==> src/rtl/pwm_gen_if.sv <==
// pwm_gen_if: duty-cycle request channel into pwm_gen.
//
// Handshake: a transfer happens on every clk rising edge where duty_valid and
// duty_ready are both 1. Once duty_valid is raised, the source holds duty_in
// and duty_valid unchanged until that edge. duty_ready depends only on sink
// state, never on duty_valid, so there is no combinational loop.
interface pwm_gen_if #(
  parameter int WIDTH = 8
) ();
  logic [WIDTH-1:0] duty_in;
  logic             duty_valid;
  logic             duty_ready;

  modport master (
    output duty_in,
    output duty_valid,
    input  duty_ready
  );

  modport slave (
    input  duty_in,
    input  duty_valid,
    output duty_ready
  );
endinterface

==> src/rtl/pwm_gen.sv <==
// pwm_gen: PWM generator that advances one count per rising edge of the
// divided clock level on tick_in. Duty requests are double-buffered: an
// accepted request waits in a pending register and becomes the active duty
// only at a period boundary (or immediately while disabled). This means every
// period is generated with a single, consistent duty value.
module pwm_gen #(
  parameter int WIDTH  = 8,
  parameter int PERIOD = 100
) (
  input  logic             clk,
  input  logic             rst,
  input  logic             en,
  input  logic             tick_in,
  pwm_gen_if.slave         duty,
  output logic             pwm_out,
  output logic             period_done,
  output logic [WIDTH-1:0] active_duty
);

  // Last count of a period, and the duty meaning "high for the whole period".
  localparam logic [WIDTH-1:0] LAST_CNT  = WIDTH'(PERIOD - 1);
  localparam logic [WIDTH-1:0] FULL_DUTY = WIDTH'(PERIOD);

  logic             tick_q;
  logic [WIDTH-1:0] cnt;
  logic             pending;
  logic [WIDTH-1:0] pending_duty;

  logic             step;
  logic             wrap;
  logic             accept;
  logic             transfer;
  logic [WIDTH-1:0] duty_sat;

  // A step is the clk where tick_in is seen high after being low. Because
  // tick_q clears on reset, a tick_in that is already high right after reset
  // counts as one step.
  assign step     = tick_in & ~tick_q;
  // The wrap condition includes en, so disabling on the wrap step suppresses
  // the strobe.
  assign wrap     = en & step & (cnt == LAST_CNT);
  // The channel is ready whenever the single pending slot is empty.
  assign duty.duty_ready = ~pending;
  assign accept   = duty.duty_valid & ~pending;
  // Promote the pending duty at a period end, or right away while disabled.
  assign transfer = pending & (wrap | ~en);
  // Requests above one full period saturate before they are stored.
  assign duty_sat = (duty.duty_in > FULL_DUTY) ? FULL_DUTY : duty.duty_in;

  // Edge detector and period counter. Disabling parks the counter at 0.
  always_ff @(posedge clk) begin
    if (rst) begin
      tick_q <= 1'b0;
      cnt    <= '0;
    end else begin
      tick_q <= tick_in;
      if (!en) begin
        cnt <= '0;
      end else if (step) begin
        if (cnt == LAST_CNT) begin
          cnt <= '0;
        end else begin
          cnt <= cnt + WIDTH'(1);
        end
      end
    end
  end

  // Registered waveform and one-clk end-of-period strobe.
  always_ff @(posedge clk) begin
    if (rst) begin
      pwm_out     <= 1'b0;
      period_done <= 1'b0;
    end else begin
      pwm_out     <= en & (cnt < active_duty);
      period_done <= wrap;
    end
  end

  // Double buffer: capture into the pending slot, then promote to active.
  // Transfer and accept are exclusive because accept requires an empty slot.
  always_ff @(posedge clk) begin
    if (rst) begin
      pending      <= 1'b0;
      pending_duty <= '0;
      active_duty  <= '0;
    end else if (transfer) begin
      active_duty <= pending_duty;
      pending     <= 1'b0;
    end else if (accept) begin
      pending_duty <= duty_sat;
      pending      <= 1'b1;
    end
  end

endmodule

==> src/flat_wrapper.sv <==
// flat-port wrapper written by rule: the top's interface ports become plain ports
module pwm_gen_flat 
#(
  parameter int WIDTH  = 8,
  parameter int PERIOD = 100
)
  (clk, rst, en, tick_in, pwm_out, period_done, active_duty, duty_duty_in, duty_duty_valid, duty_duty_ready);
  pwm_gen_if #(.WIDTH(WIDTH)) duty_i ();
  input  logic clk;
  input  logic rst;
  input  logic en;
  input  logic tick_in;
  output logic pwm_out;
  output logic period_done;
  output logic [WIDTH-1:0] active_duty;
  input wire logic [$bits(duty_i.duty_in)-1:0] duty_duty_in;
  input wire logic [$bits(duty_i.duty_valid)-1:0] duty_duty_valid;
  output wire logic [$bits(duty_i.duty_ready)-1:0] duty_duty_ready;
  assign duty_i.duty_in = duty_duty_in;
  assign duty_i.duty_valid = duty_duty_valid;
  assign duty_duty_ready = duty_i.duty_ready;
  pwm_gen #(.WIDTH(WIDTH), .PERIOD(PERIOD)) u_core (.clk(clk), .rst(rst), .en(en), .tick_in(tick_in), .duty(duty_i), .pwm_out(pwm_out), .period_done(period_done), .active_duty(active_duty));
endmodule
==> config.mk <==
export PLATFORM = sky130hd
export DESIGN_NAME = pwm_gen_flat
export DESIGN_NICKNAME = d
export VERILOG_FILES = /design/src/rtl/pwm_gen_if.sv /design/src/rtl/pwm_gen.sv /design/src/flat_wrapper.sv
export SDC_FILE = /design/constraint.sdc
export NUM_CORES = 1
export LEC_CHECK = 0
export CAP_MARGIN = 10
export CORE_ASPECT_RATIO = 0.8
export CORE_MARGIN = 2
export CORE_UTILIZATION = 50
export DETAILED_ROUTE_END_ITERATION = 16
export GPL_TIMING_DRIVEN = 1
export HOLD_SLACK_MARGIN = 0.02
export PLACE_DENSITY = 0.73
export SLEW_MARGIN = 20
export SYNTH_ARGS = -nofsm -noshare
export SYNTH_HDL_FRONTEND = slang
export SYNTH_SLANG_ARGS = --single-unit
==> constraint.sdc <==
create_clock -name clk -period 2.05 [get_ports clk]
set_input_delay 0.41 -clock clk [delete_from_list [all_inputs] [get_ports clk]]
set_output_delay 0.41 -clock clk [all_outputs]
set_load 0.01 [all_outputs]
==> results.txt, run 1 <==
----------------------------------------------------
[Finish]
  Signed area change from the synthesized netlist to the final layout ... 22.0%
  Diodes inserted ... 0
  Non-filler cells, final ... around 200
  Layout cell share with drive strength beyond 1 ... 0.0788
  Nets ... 187

[Route]
  Number of nets with antenna violations after routing ... 0
  Routed vias ... ~1.0k
  Post-route DRC ... 0
  Iteration count of the initial detailed-routing pass ... 4
  Via density per instance ... around 5.0
  Overall routed net length ... around 2500 µm
  Detailed router's first-iteration violation count ... 25
  WL/cell ... 12.6 µm

[Logic synthesis]
  Avg Inst Size Synth ... 9.44 µm²
  Sequential element share of the synthesized area ... 0.424
  Predominant post-synthesis flop cell ... dfxtp_1
  Post-synthesis sequential element count ... 28
  Count of different cell masters after synthesis ... 34
  Post-Syn Nets ... about 160
  Gate Count Post-Synth ... 140
  Share of the synthesized area in the top cell type ... 0.424
  Number of synthesized flops with an enable pin ... 0
  Synth area leader ... dfxtp_1
  Cells taking the most area after synthesis ... dfxtp_1 42%, ha_1 7.6%, mux2i_1 6.8%, nor2_1 6.5%, nand3_1 3.0%
  Summed instance area of the synthesized netlist ... 1320 µm²
  Number of warnings issued by yosys ... 0
  Commonest cells in the synthesized netlist ... 28 x dfxtp_1, 23 x nor2_1, 9 x inv_1, 9 x mux2i_1
  Async S/R FF share, synth ... 0
  Most common cell in the netlist ... dfxtp_1

[Clock network]
  Clock latency reported for the late side of the worst-skew pair ... 0.33 ns
  Hold buffers post-CTS ... 0
  TritonCTS clock tree ... yes
  Depth of the CTS H-tree ... 1
  Number of buffers inserted by post-CTS setup repair ... 0
  Root Buffer ... clkbuf_4
  Number of clock sinks ... 28
  TritonCTS buffer count ... 3
  Clock-pin transition on the worst setup and hold timing paths ... 0.14 ns
  Maximum root-to-sink buffer count ... 2
  Post-cts sizing count ... 0

[Die]
  Cell row count ... 16
  Full die area ... 3070 µm²
  Initial core utilization ... 0.532
  Ports placed on the boundary ... 24
  Area of the placeable core ... 2480 µm²
  Horizontal extent of the die ... 61.5 µm
  Height of the die ... roughly 50 µm

[Placed design]
  HPWL after detailed placement ... 2020 µm
  Worst-case setup slack after placement ... 0.177 ns
  Cell count after placement ... 197
  IO buf count ... 23
  Weighted congestion reported at the end of routability-driven placement ... about 0.74

[GRT]
  Pin count of the biggest net entering global routing ... 19
  GRT Overall Usage ... 0.192
  GRT overflow ... 0
  Global-route wire length before repair ... 4410 µm
  Via count of the first global-routing pass ... 1036
  Number of antenna violations at the first check in global routing ... 0

[Timing]
  Layout Skew ... ~0.0038 ns
  Hold violation count in the final report ... 0
  Final period util ... 0.846
  Worst rel slew slack ... 0.791
  Max-slew violation count ... 0
  Min Hold Slack ... 0.469 ns
  Achievable clock frequency ... 577 MHz
  Post-route worst setup slack ... about 0.32 ns
  Transition time at the pin with the least slew margin ... about 0.31 ns
  Post-Route Setup TNS ... 0 ns
  Post-layout minimum cycle time ... 1.73 ns
  RSZ-0062 raised after global routing ... no
  Final-report setup violation count ... 0

[Critical path]
  Worst Setup SP ... u_core.pending
  Required time at the endpoint of the critical path ... 1.64 ns
  Max FO, Critical Path ... 5
  Start-to-end type of the worst setup path ... flip-flop to output pin
  Element type at the critical path start ... flip-flop
  Category of the worst setup path capture point ... output pin
  R2R Path Start ... u_core.active_duty[5]
  Data arrival time at the worst-slack endpoint ... 1.32 ns

[Power and ir drop]
  Leak pwr ... approximately 0.65 nW
  Power per Cell Area ... 587 nW/µm²
  Maximum VDD drop ... 0.531 mV

[Run status]
  Status ... finished clean

[Hold path]
  Worst Hold Launch ... u_core.pending_duty[3]
  Type of the most critical hold path ... flip-flop to flip-flop

[Job]
  Number of maximum-capacitance violations ... 0

----------------------------------------------------
-- placed cells by master (no fill, tap or decap), types with 4 or more instances in the layout --
cell / netlist / routed
nor2_1: 23 / 23
nand2_1: 6 / 6
dfxtp_1: 28 / 28
clkdlybuf4s50_1: 0 / 23
mux2i_1: 9 / 9
nor2b_1: 4 / 4
nor3_1: 5 / 5
nand3_1: 8 / 8
ha_1: 8 / 8
xnor2_1: 4 / 4
inv_1: 9 / 9
buf_4: 0 / 4
a21oi_1: 4 / 4
-- state kept, by name, indices dropped and copies added (netlist names) --
signal               count
u_core.pending_duty      8
u_core.pwm_out           1
u_core.tick_q            1
u_core.period_done       1
u_core.pending           1
u_core.cnt               8
u_core.active_duty       8
-- power breakdown --
part | switching, mW | internal, mW | leakage [nW]
combinational | 0.0505 | 0.0575 | 0.401
sequential | 0.0109 | 0.559 | 0.227
clock | 0.158 | 0.109 | 0.0210
total | 0.220 | 0.725 | 0.650
-- final timing paths --
| kind | to | slack (ns) | cells past startpoint |
|---|---|---|---|
| setup / recovery | duty_duty_ready | 0.32 | 2 |
| hold / removal | u_core.pending_duty[3] | 0.47 | 2 |
| setup reg to reg | u_core.pwm_out | 0.45 | 6 |
| hold reg to reg | u_core.pending_duty[3] | 0.47 | 2 |
-- metrics by stage --
stage          instance area [µm²]   util  power (mW)
2_1_floorplan                 1320      -       0.641
3_3_place_gp                  1580  0.635       0.685
3_5_place_dp                  1580  0.635       0.690
4_1_cts                       1610  0.649       0.950
5_1_grt                       1610  0.649       0.978
6_report                      1610  0.649       0.945
-- area by class of cell --
class	count	area, µm²
timing repair buffer	27	260
multi-input combinational	97	676
clock buffer	4	36.3
inverter	9	33.8
sequential	28	561
tap	36	45.0
fill	236	871
-- critical path: stages (launching register included) --
cell,delay (ns)
dfxtp_1,0.38
inv_1,0.08
clkdlybuf4s50_1,0.54
-- cells by family after synthesis --
logic type | Yosys count | share of synthesized area
flip-flops | 28 | 0.424
AO/OA/AOI/OAI | 14 | 0.0871
XOR/XNOR | 7 | 0.0464
multiplexers | 9 | 0.0682
adder cells (fa/ha/maj) | 8 | 0.0758
AND/OR/NAND/NOR | 59 | 0.234
buffers and inverters | 15 | 0.0644
-- metal layers --
metal,GRT usage,vias to the layer above,share of wire,wire length (µm)
met5,0,-,0,0
met4,0.0319,0,0.0083,21
met3,0.0656,4,0.040,102
met2,0.321,17,0.46,1150
met1,0.241,464,0.49,1250
li1,-,523,-,-
(Power assumes the default switching activity.)
==> run 2: changes to the inputs <==
Clock period 2.05 ns to 1.68 ns, I/O delays scaled along.
==> run 2 against run 1 <==
  * Sequential share of layout area fell by 0.69 points
  * Final area increased by 2.3%
  * Wire length is 7.5% lower
  * Sequential cell count did not move
  * Final cell count up 2.0%
  * Global-route usage down 2.4 points
  * Clock power is 18% higher
  * Worst hold slack got worse by 0.0037 ns
  * Critical path depth down 1
  * Combinational power up 26%
  * Critical path type unchanged
==> results.txt, run 2 (same netlist as run 1, synthesis figures left out) <==
----------------------------------------------------
[Clock network]
  TritonCTS buffer count ... 3 (unchanged)
  Hold buffers post-CTS ... 0 (unchanged)
  Clock latency reported for the late side of the worst-skew pair ... 0.32 ns (was 0.33 ns)
  Depth of the CTS H-tree ... 1 (unchanged)
  Maximum root-to-sink buffer count ... 2 (unchanged)
  Number of clock sinks ... 28 (unchanged)
  Clock-pin transition on the worst setup and hold timing paths ... 0.14 ns (about the same)
  Root Buffer ... clkbuf_4 (unchanged)
  TritonCTS clock tree ... yes (unchanged)
  Post-cts sizing count ... 0 (unchanged)
  Number of buffers inserted by post-CTS setup repair ... 0 (unchanged)

[Finish]
  Signed area change from the synthesized netlist to the final layout ... 24.7% (was 22.0%)
  Layout cell share with drive strength beyond 1 ... 0.107 (was 0.0788)
  Final standard cell utilization of the core ... 0.664 (was 0.649)
  Most frequent standard cell in the layout excluding fill and tap cells ... dfxtp_1 (unchanged)
  Most frequent cells in the layout ... 27 x dfxtp_1, 23 x nor2_1, 21 x clkdlybuf4s50_1, 9 x inv_1, 9 x mux2i_1 (was 28 x dfxtp_1, 23 x nor2_1, 23 x clkdlybuf4s50_1, 9 x inv_1, 9 x mux2i_1)
  Nets ... 191 (was 187)
  Diodes inserted ... 0 (unchanged)
  Registers with the most flip-flops ... u_core.active_duty: 8 flops, u_core.cnt: 8 flops, u_core.pending_duty: 8 flops (unchanged)

[Route]
  Post-route DRC ... 0 (unchanged)
  Routed vias ... 1005 (was 1008)
  Detailed router's first-iteration violation count ... 27 (was 25)
  WL/cell ... 11.4 µm (was 12.6 µm)
  Via density per instance ... 4.90 (was 5.01)
  Iteration count of the initial detailed-routing pass ... 4 (unchanged)
  Number of nets with antenna violations after routing ... 0 (unchanged)
  Overall routed net length ... 2340 µm (was 2530 µm)

[Critical path]
  Cell-by-cell listing of the critical path ... clkdlybuf4s50_1 (was inv_1, clkdlybuf4s50_1)
  Bufs and invs on worst path ... 1 (was 2)
  Data arrival time at the worst-slack endpoint ... 1.27 ns (was 1.32 ns)
  Worst reg-to-reg path cell count ... 6 (unchanged)
  Element type at the critical path start ... flip-flop (unchanged)
  Critical path's slowest cell ... clkdlybuf4s50_1 (unchanged)
  R2R Path Start ... u_core.active_duty[5] (unchanged)
  Reg-to-Reg End ... u_core.pwm_out (unchanged)
  Start-to-end type of the worst setup path ... flip-flop to output pin (unchanged)
  Category of the worst setup path capture point ... output pin (unchanged)
  Max incr delay on CP ... 0.56 ns (was 0.54 ns)
  Top delay family on crit path ... buffers and inverters (unchanged)
  Required time at the endpoint of the critical path ... 1.34 ns (was 1.64 ns)
  Worst reg2reg setup slack ... 0.08 ns (was 0.45 ns)
  Max FO, Critical Path ... 3 (was 5)

[Die]
  Cell row count ... 16 (unchanged)
  Height of the die ... 50.0 µm (unchanged)
  Full die area ... 3070 µm² (unchanged)
  Area of the placeable core ... 2480 µm² (unchanged)
  Ports placed on the boundary ... 24 (unchanged)
  Horizontal extent of the die ... 61.5 µm (unchanged)
  Initial core utilization ... 0.532 (unchanged)

[GRT]
  GRT Overall Usage ... 0.168 (was 0.192)
  Number of antenna violations at the first check in global routing ... 0 (unchanged)
  Via count of the first global-routing pass ... 892 (was 1036)
  Pin count of the biggest net entering global routing ... 19 (unchanged)
  Global-route wire length before repair ... 3850 µm (was 4410 µm)
  GRT overflow ... 0 (unchanged)

[Power and ir drop]
  Internal portion of total power ... 0.890 mW (was 0.725 mW)
  Combinational group share of total power ... 0.119 (was 0.114)
  Sequential share of power ... 0.606 (was 0.603)
  Leak pwr ... 0.692 nW (was 0.650 nW)
  Overall Power ... 1.15 mW (was 0.945 mW)
  Switching component of the power ... 0.256 mW (was 0.220 mW)
  Power per Cell Area ... 696 nW/µm² (was 587 nW/µm²)
  Switching power share of the total ... 0.223 (was 0.233)
  Proportion of power drawn by the clock network ... 0.275 (was 0.283)
  Maximum VDD drop ... 0.447 mV (was 0.531 mV)

[Timing]
  Worst rel slew slack ... 0.793 (was 0.791)
  Hold violation count in the final report ... 0 (unchanged)
  Achievable clock frequency ... between 600 and 700 MHz
  Transition time at the pin with the least slew margin ... 0.309 ns (was 0.313 ns)
  Final period util ... 0.954
  Post-layout minimum cycle time ... ~1.6 ns
  Max-slew violation count ... 0 (unchanged)
  Post-route worst setup slack ... 0.0772 ns (was 0.316 ns)
  Layout Skew ... 0.00113 ns (was 0.00376 ns)
  RSZ-0062 raised after global routing ... no (unchanged)
  Final-report setup violation count ... 0 (unchanged)

[Placed design]
  Weighted congestion reported at the end of routability-driven placement ... 0.739 (unchanged)
  HPWL after detailed placement ... 1870 µm (was 2020 µm)
  IO buf count ... 23 (unchanged)
  Worst-case setup slack after placement ... -0.0850 ns (was 0.177 ns)

[Hold path]
  Type of the most critical hold path ... flip-flop to flip-flop (unchanged)
  Cells on Worst Hold Path ... 2 (unchanged)
  Endpoint, Worst Hold ... u_core.pending_duty[0] (was u_core.pending_duty[3])
  Worst Hold Launch ... u_core.pending_duty[0] (was u_core.pending_duty[3])

[Run status]
  Status ... finished clean (unchanged)

[Job]
  Number of maximum-capacitance violations ... 0 (unchanged)

----------------------------------------------------
-- run 2: changes by cell type in the layout (fill, tap and decap cells not counted) --
cell | before | now
buf_4 | 4 | 8
dlymetal6s2s_1 | 0 | 2
dfxtp_1 | 28 | 27
dfxtp_2 | 0 | 1
clkdlybuf4s50_1 | 23 | 21
-- run 2: area by class of cell --
class                           count  area (µm²)
Timing Repair Buffer               31         295
Fill cell                         220         835
Clock buffer                        4        36.3
Sequential cell                    28         562
Inverter                            9        33.8
Multi-Input combinational cell     97         676
Tap cell                           36        45.0
-- run 2: power by group through the flow --
stage                     Combinational, mW  Clock (mW)  Sequential (mW)
after global placement                0.133           0            0.709
after global routing                  0.149       0.356            0.698
after floorplan                      0.0748           0            0.708
final                                 0.136       0.315            0.695
after CTS                             0.138       0.328            0.695
after detailed placement              0.137           0            0.709
-- run 2: per-stage QoR --
step	area (µm²)	TNS (ns)	hold WS (ns)	std cells
floorplan	1320	0	0.429	140
global placement	1610	-0.390	0.446	201
detailed placement	1610	-0.687	0.452	201
CTS	1640	0	0.471	205
global route	1650	0	0.492	205
finish	1650	0	0.465	205
-- run 2: metal layers --
layer	vias up	track usage	wire, µm
li1	528	-	-
met1	453	0.231	1200
met2	19	0.255	1020
met3	5	0.0577	102
met4	0	0.0319	19
met5	-	0	0
-- run 2: worst max-delay path by stage --
stage                     slack [ns]  cells past startpoint                      to                   from
after floorplan                 0.20                      7   u_core.active_duty[0]          u_core.cnt[0]
after global placement         -0.06                      5  u_core.pending_duty[4]        duty_duty_in[4]
after detailed placement       -0.09                      5  u_core.pending_duty[3]        duty_duty_in[4]
after CTS                       0.01                      2         duty_duty_ready         u_core.pending
after global routing            0.02                      1          active_duty[3]  u_core.active_duty[3]
final                           0.08                      1          active_duty[1]  u_core.active_duty[1]
==> run 3: changes to the inputs <==
Clock period 1.68 ns to 2.1 ns, I/O delays scaled along.
==> run 3 against run 2 <==
  * Register-to-register slack improved by 0.43 ns
  * Count of clock-buffer cells in the layout decreased by 1
  * Non-clock buffer count down 5
  * Sequential cell count unchanged
  * Power decreased by 24%
  * Utilization down 2.3 points
  * Setup slack gained 0.28 ns
  * Final cell count fell by 2.9%
  * Worst hold slack improved by 0.0059 ns
  * Wire length grew 5.8%
  * Clock power fell by 32%
  * Combinational power decreased by 25%
==> results.txt, run 3 (same netlist as run 1, synthesis figures left out) <==
----------------------------------------------------
[Critical path]
  Max incr delay on CP ... 0.54 ns (was 0.56 ns)
  Worst Setup SP ... u_core.pending (was u_core.active_duty[1])
  Critical path's slowest cell ... clkdlybuf4s50_1 (unchanged)
  Required time at the endpoint of the critical path ... 1.68 ns (was 1.34 ns)
  Top delay family on crit path ... buffers and inverters (unchanged)
  CP Depth ... 2 (was 1)
  R2R Path Start ... u_core.active_duty[5] (unchanged)
  Crit path to ... duty_duty_ready (was active_duty[1])
  Worst reg-to-reg path cell count ... 6 (unchanged)
  Start-to-end type of the worst setup path ... flip-flop to output pin (unchanged)
  Reg-to-Reg End ... u_core.pwm_out (unchanged)
  Max FO, Critical Path ... 5 (was 3)
  Worst reg2reg setup slack ... 0.51 ns (was 0.08 ns)
  Element type at the critical path start ... flip-flop (unchanged)
  Cell-by-cell listing of the critical path ... inv_1, clkdlybuf4s50_1 (was clkdlybuf4s50_1)
  Category of the worst setup path capture point ... output pin (unchanged)
  Bufs and invs on worst path ... 2 (was 1)
  Data arrival time at the worst-slack endpoint ... 1.32 ns (was 1.27 ns)

[GRT]
  Via count of the first global-routing pass ... 939 (was 892)
  Global-route wire length before repair ... 4200 µm (was 3850 µm)
  GRT overflow ... 0 (unchanged)
  Number of antenna violations at the first check in global routing ... 0 (unchanged)
  GRT Overall Usage ... 0.181 (was 0.168)
  Pin count of the biggest net entering global routing ... 19 (unchanged)

[Clock network]
  Post-cts sizing count ... 0 (unchanged)
  Number of clock sinks ... 28 (unchanged)
  TritonCTS clock tree ... yes (unchanged)
  Depth of the CTS H-tree ... 1 (unchanged)
  Clock latency reported for the late side of the worst-skew pair ... 0.32 ns (about the same)
  Root Buffer ... clkbuf_4 (unchanged)
  Number of buffers inserted by post-CTS setup repair ... 0 (unchanged)
  Clock-pin transition on the worst setup and hold timing paths ... 0.14 ns (about the same)
  Maximum root-to-sink buffer count ... 2 (unchanged)
  Hold buffers post-CTS ... 0 (unchanged)
  TritonCTS buffer count ... 3 (unchanged)

[Timing]
  Worst rel slew slack ... 0.632 (was 0.793)
  Max-slew violation count ... 0 (unchanged)
  Transition time at the pin with the least slew margin ... 0.551 ns (was 0.309 ns)
  Hold violation count in the final report ... 0 (unchanged)
  Post-Route Setup TNS ... 0 ns (unchanged)
  Post-route worst setup slack ... 0.362 ns (was 0.0772 ns)
  Achievable clock frequency ... between 500 and 600 MHz
  Layout Skew ... 0.00144 ns (was 0.00113 ns)
  Min Hold Slack ... 0.471 ns (was 0.465 ns)
  Final period util ... 0.828
  RSZ-0062 raised after global routing ... no (unchanged)
  Post-layout minimum cycle time ... 1.74 ns
  Final-report setup violation count ... 0 (unchanged)

[Die]
  Full die area ... 3070 µm² (unchanged)
  Initial core utilization ... 0.532 (unchanged)
  Ports placed on the boundary ... 24 (unchanged)
  Height of the die ... 50.0 µm (unchanged)
  Horizontal extent of the die ... 61.5 µm (unchanged)
  Cell row count ... 16 (unchanged)
  Area of the placeable core ... 2480 µm² (unchanged)

[Finish]
  Non-filler cells, final ... 199 (was 205)
  Signed area change from the synthesized netlist to the final layout ... 20.4% (was 24.7%)
  Registers with the most flip-flops ... u_core.active_duty: 8 flops, u_core.cnt: 8 flops, u_core.pending_duty: 8 flops (unchanged)
  Most frequent cells in the layout ... 28 x dfxtp_1, 23 x nor2_1, 23 x clkdlybuf4s50_1, 9 x inv_1, 9 x mux2i_1 (was 27 x dfxtp_1, 23 x nor2_1, 21 x clkdlybuf4s50_1, 9 x inv_1, 9 x mux2i_1)
  Diodes inserted ... 0 (unchanged)
  Layout cell share with drive strength beyond 1 ... 0.0675 (was 0.107)
  Nets ... 186 (was 191)
  Most frequent standard cell in the layout excluding fill and tap cells ... dfxtp_1 (unchanged)

[Placed design]
  Weighted congestion reported at the end of routability-driven placement ... 0.719 (was 0.739)
  Worst-case setup slack after placement ... 0.222 ns (was -0.0850 ns)
  HPWL after detailed placement ... 1910 µm (was 1870 µm)
  Cell count after placement ... 196 (was 201)
  IO buf count ... 23 (unchanged)

[Power and ir drop]
  Leak pwr ... 0.638 nW (was 0.692 nW)
  Power per Cell Area ... 548 nW/µm² (was 696 nW/µm²)
  Maximum VDD drop ... 0.423 mV (was 0.447 mV)
  Overall Power ... 0.872 mW (was 1.15 mW)

[Route]
  Routed vias ... 1000 (was 1005)
  Number of nets with antenna violations after routing ... 0 (unchanged)
  Detailed router's first-iteration violation count ... 40 (was 27)
  WL/cell ... 12.4 µm (was 11.4 µm)
  Iteration count of the initial detailed-routing pass ... 4 (unchanged)
  Post-route DRC ... 0 (unchanged)
  Via density per instance ... 5.03 (was 4.90)
  Overall routed net length ... 2470 µm (was 2340 µm)

[Job]
  Number of maximum-capacitance violations ... 0 (unchanged)

[Run status]
  Status ... finished clean (unchanged)

[Hold path]
  Type of the most critical hold path ... flip-flop to flip-flop (unchanged)

----------------------------------------------------
[run 3: stage by stage]
step           cell area, µm²  utilization
4_1_cts                  1590        0.641
3_3_place_gp             1570        0.632
3_5_place_dp             1570        0.632
2_1_floorplan            1320            -
5_1_grt                  1590        0.641
6_report                 1590        0.641
[run 3: cell type report]
cell class / count / area [µm²]
Fill cell: 238 / 892
Multi-Input combinational cell: 97 / 676
Sequential cell: 28 / 561
Timing Repair Buffer: 26 / 253
Tap cell: 36 / 45.0
Inverter: 9 / 33.8
Clock buffer: 3 / 22.5
[run 3: report_power, final]
group / total (mW) / internal [mW] / switching [mW]
clock: 0.214 / 0.0673 / 0.146
sequential: 0.556 / 0.546 / 0.0100
combinational: 0.102 / 0.0545 / 0.0480
[run 3: metal layers]
layer	wire [µm]	vias to the layer above	GRT usage	part of all wire
met5	0	-	0	0
met1	1260	454	0.247	0.51
li1	-	523	-	-
met4	0	0	0.0213	0
met3	100	0	0.0551	0.040
met2	1110	23	0.289	0.45
[run 3: worst min path at each step]
stage,from,end,depth (start not counted)
finish,u_core.pending_duty[3],u_core.pending_duty[3],2
global route,u_core.pending_duty[1],u_core.pending_duty[1],2
CTS,u_core.pending_duty[3],u_core.pending_duty[3],2
detailed placement,u_core.pending_duty[3],u_core.pending_duty[3],2
global placement,u_core.pending_duty[3],u_core.pending_duty[3],2
floorplan,u_core.pending_duty[0],u_core.pending_duty[0],2
[run 3: worst min-delay path: stages, from the launching register on]
cell and delay (ns):
dfxtp_1 0.34, nand2_1 0.05, a21oi_1 0.05
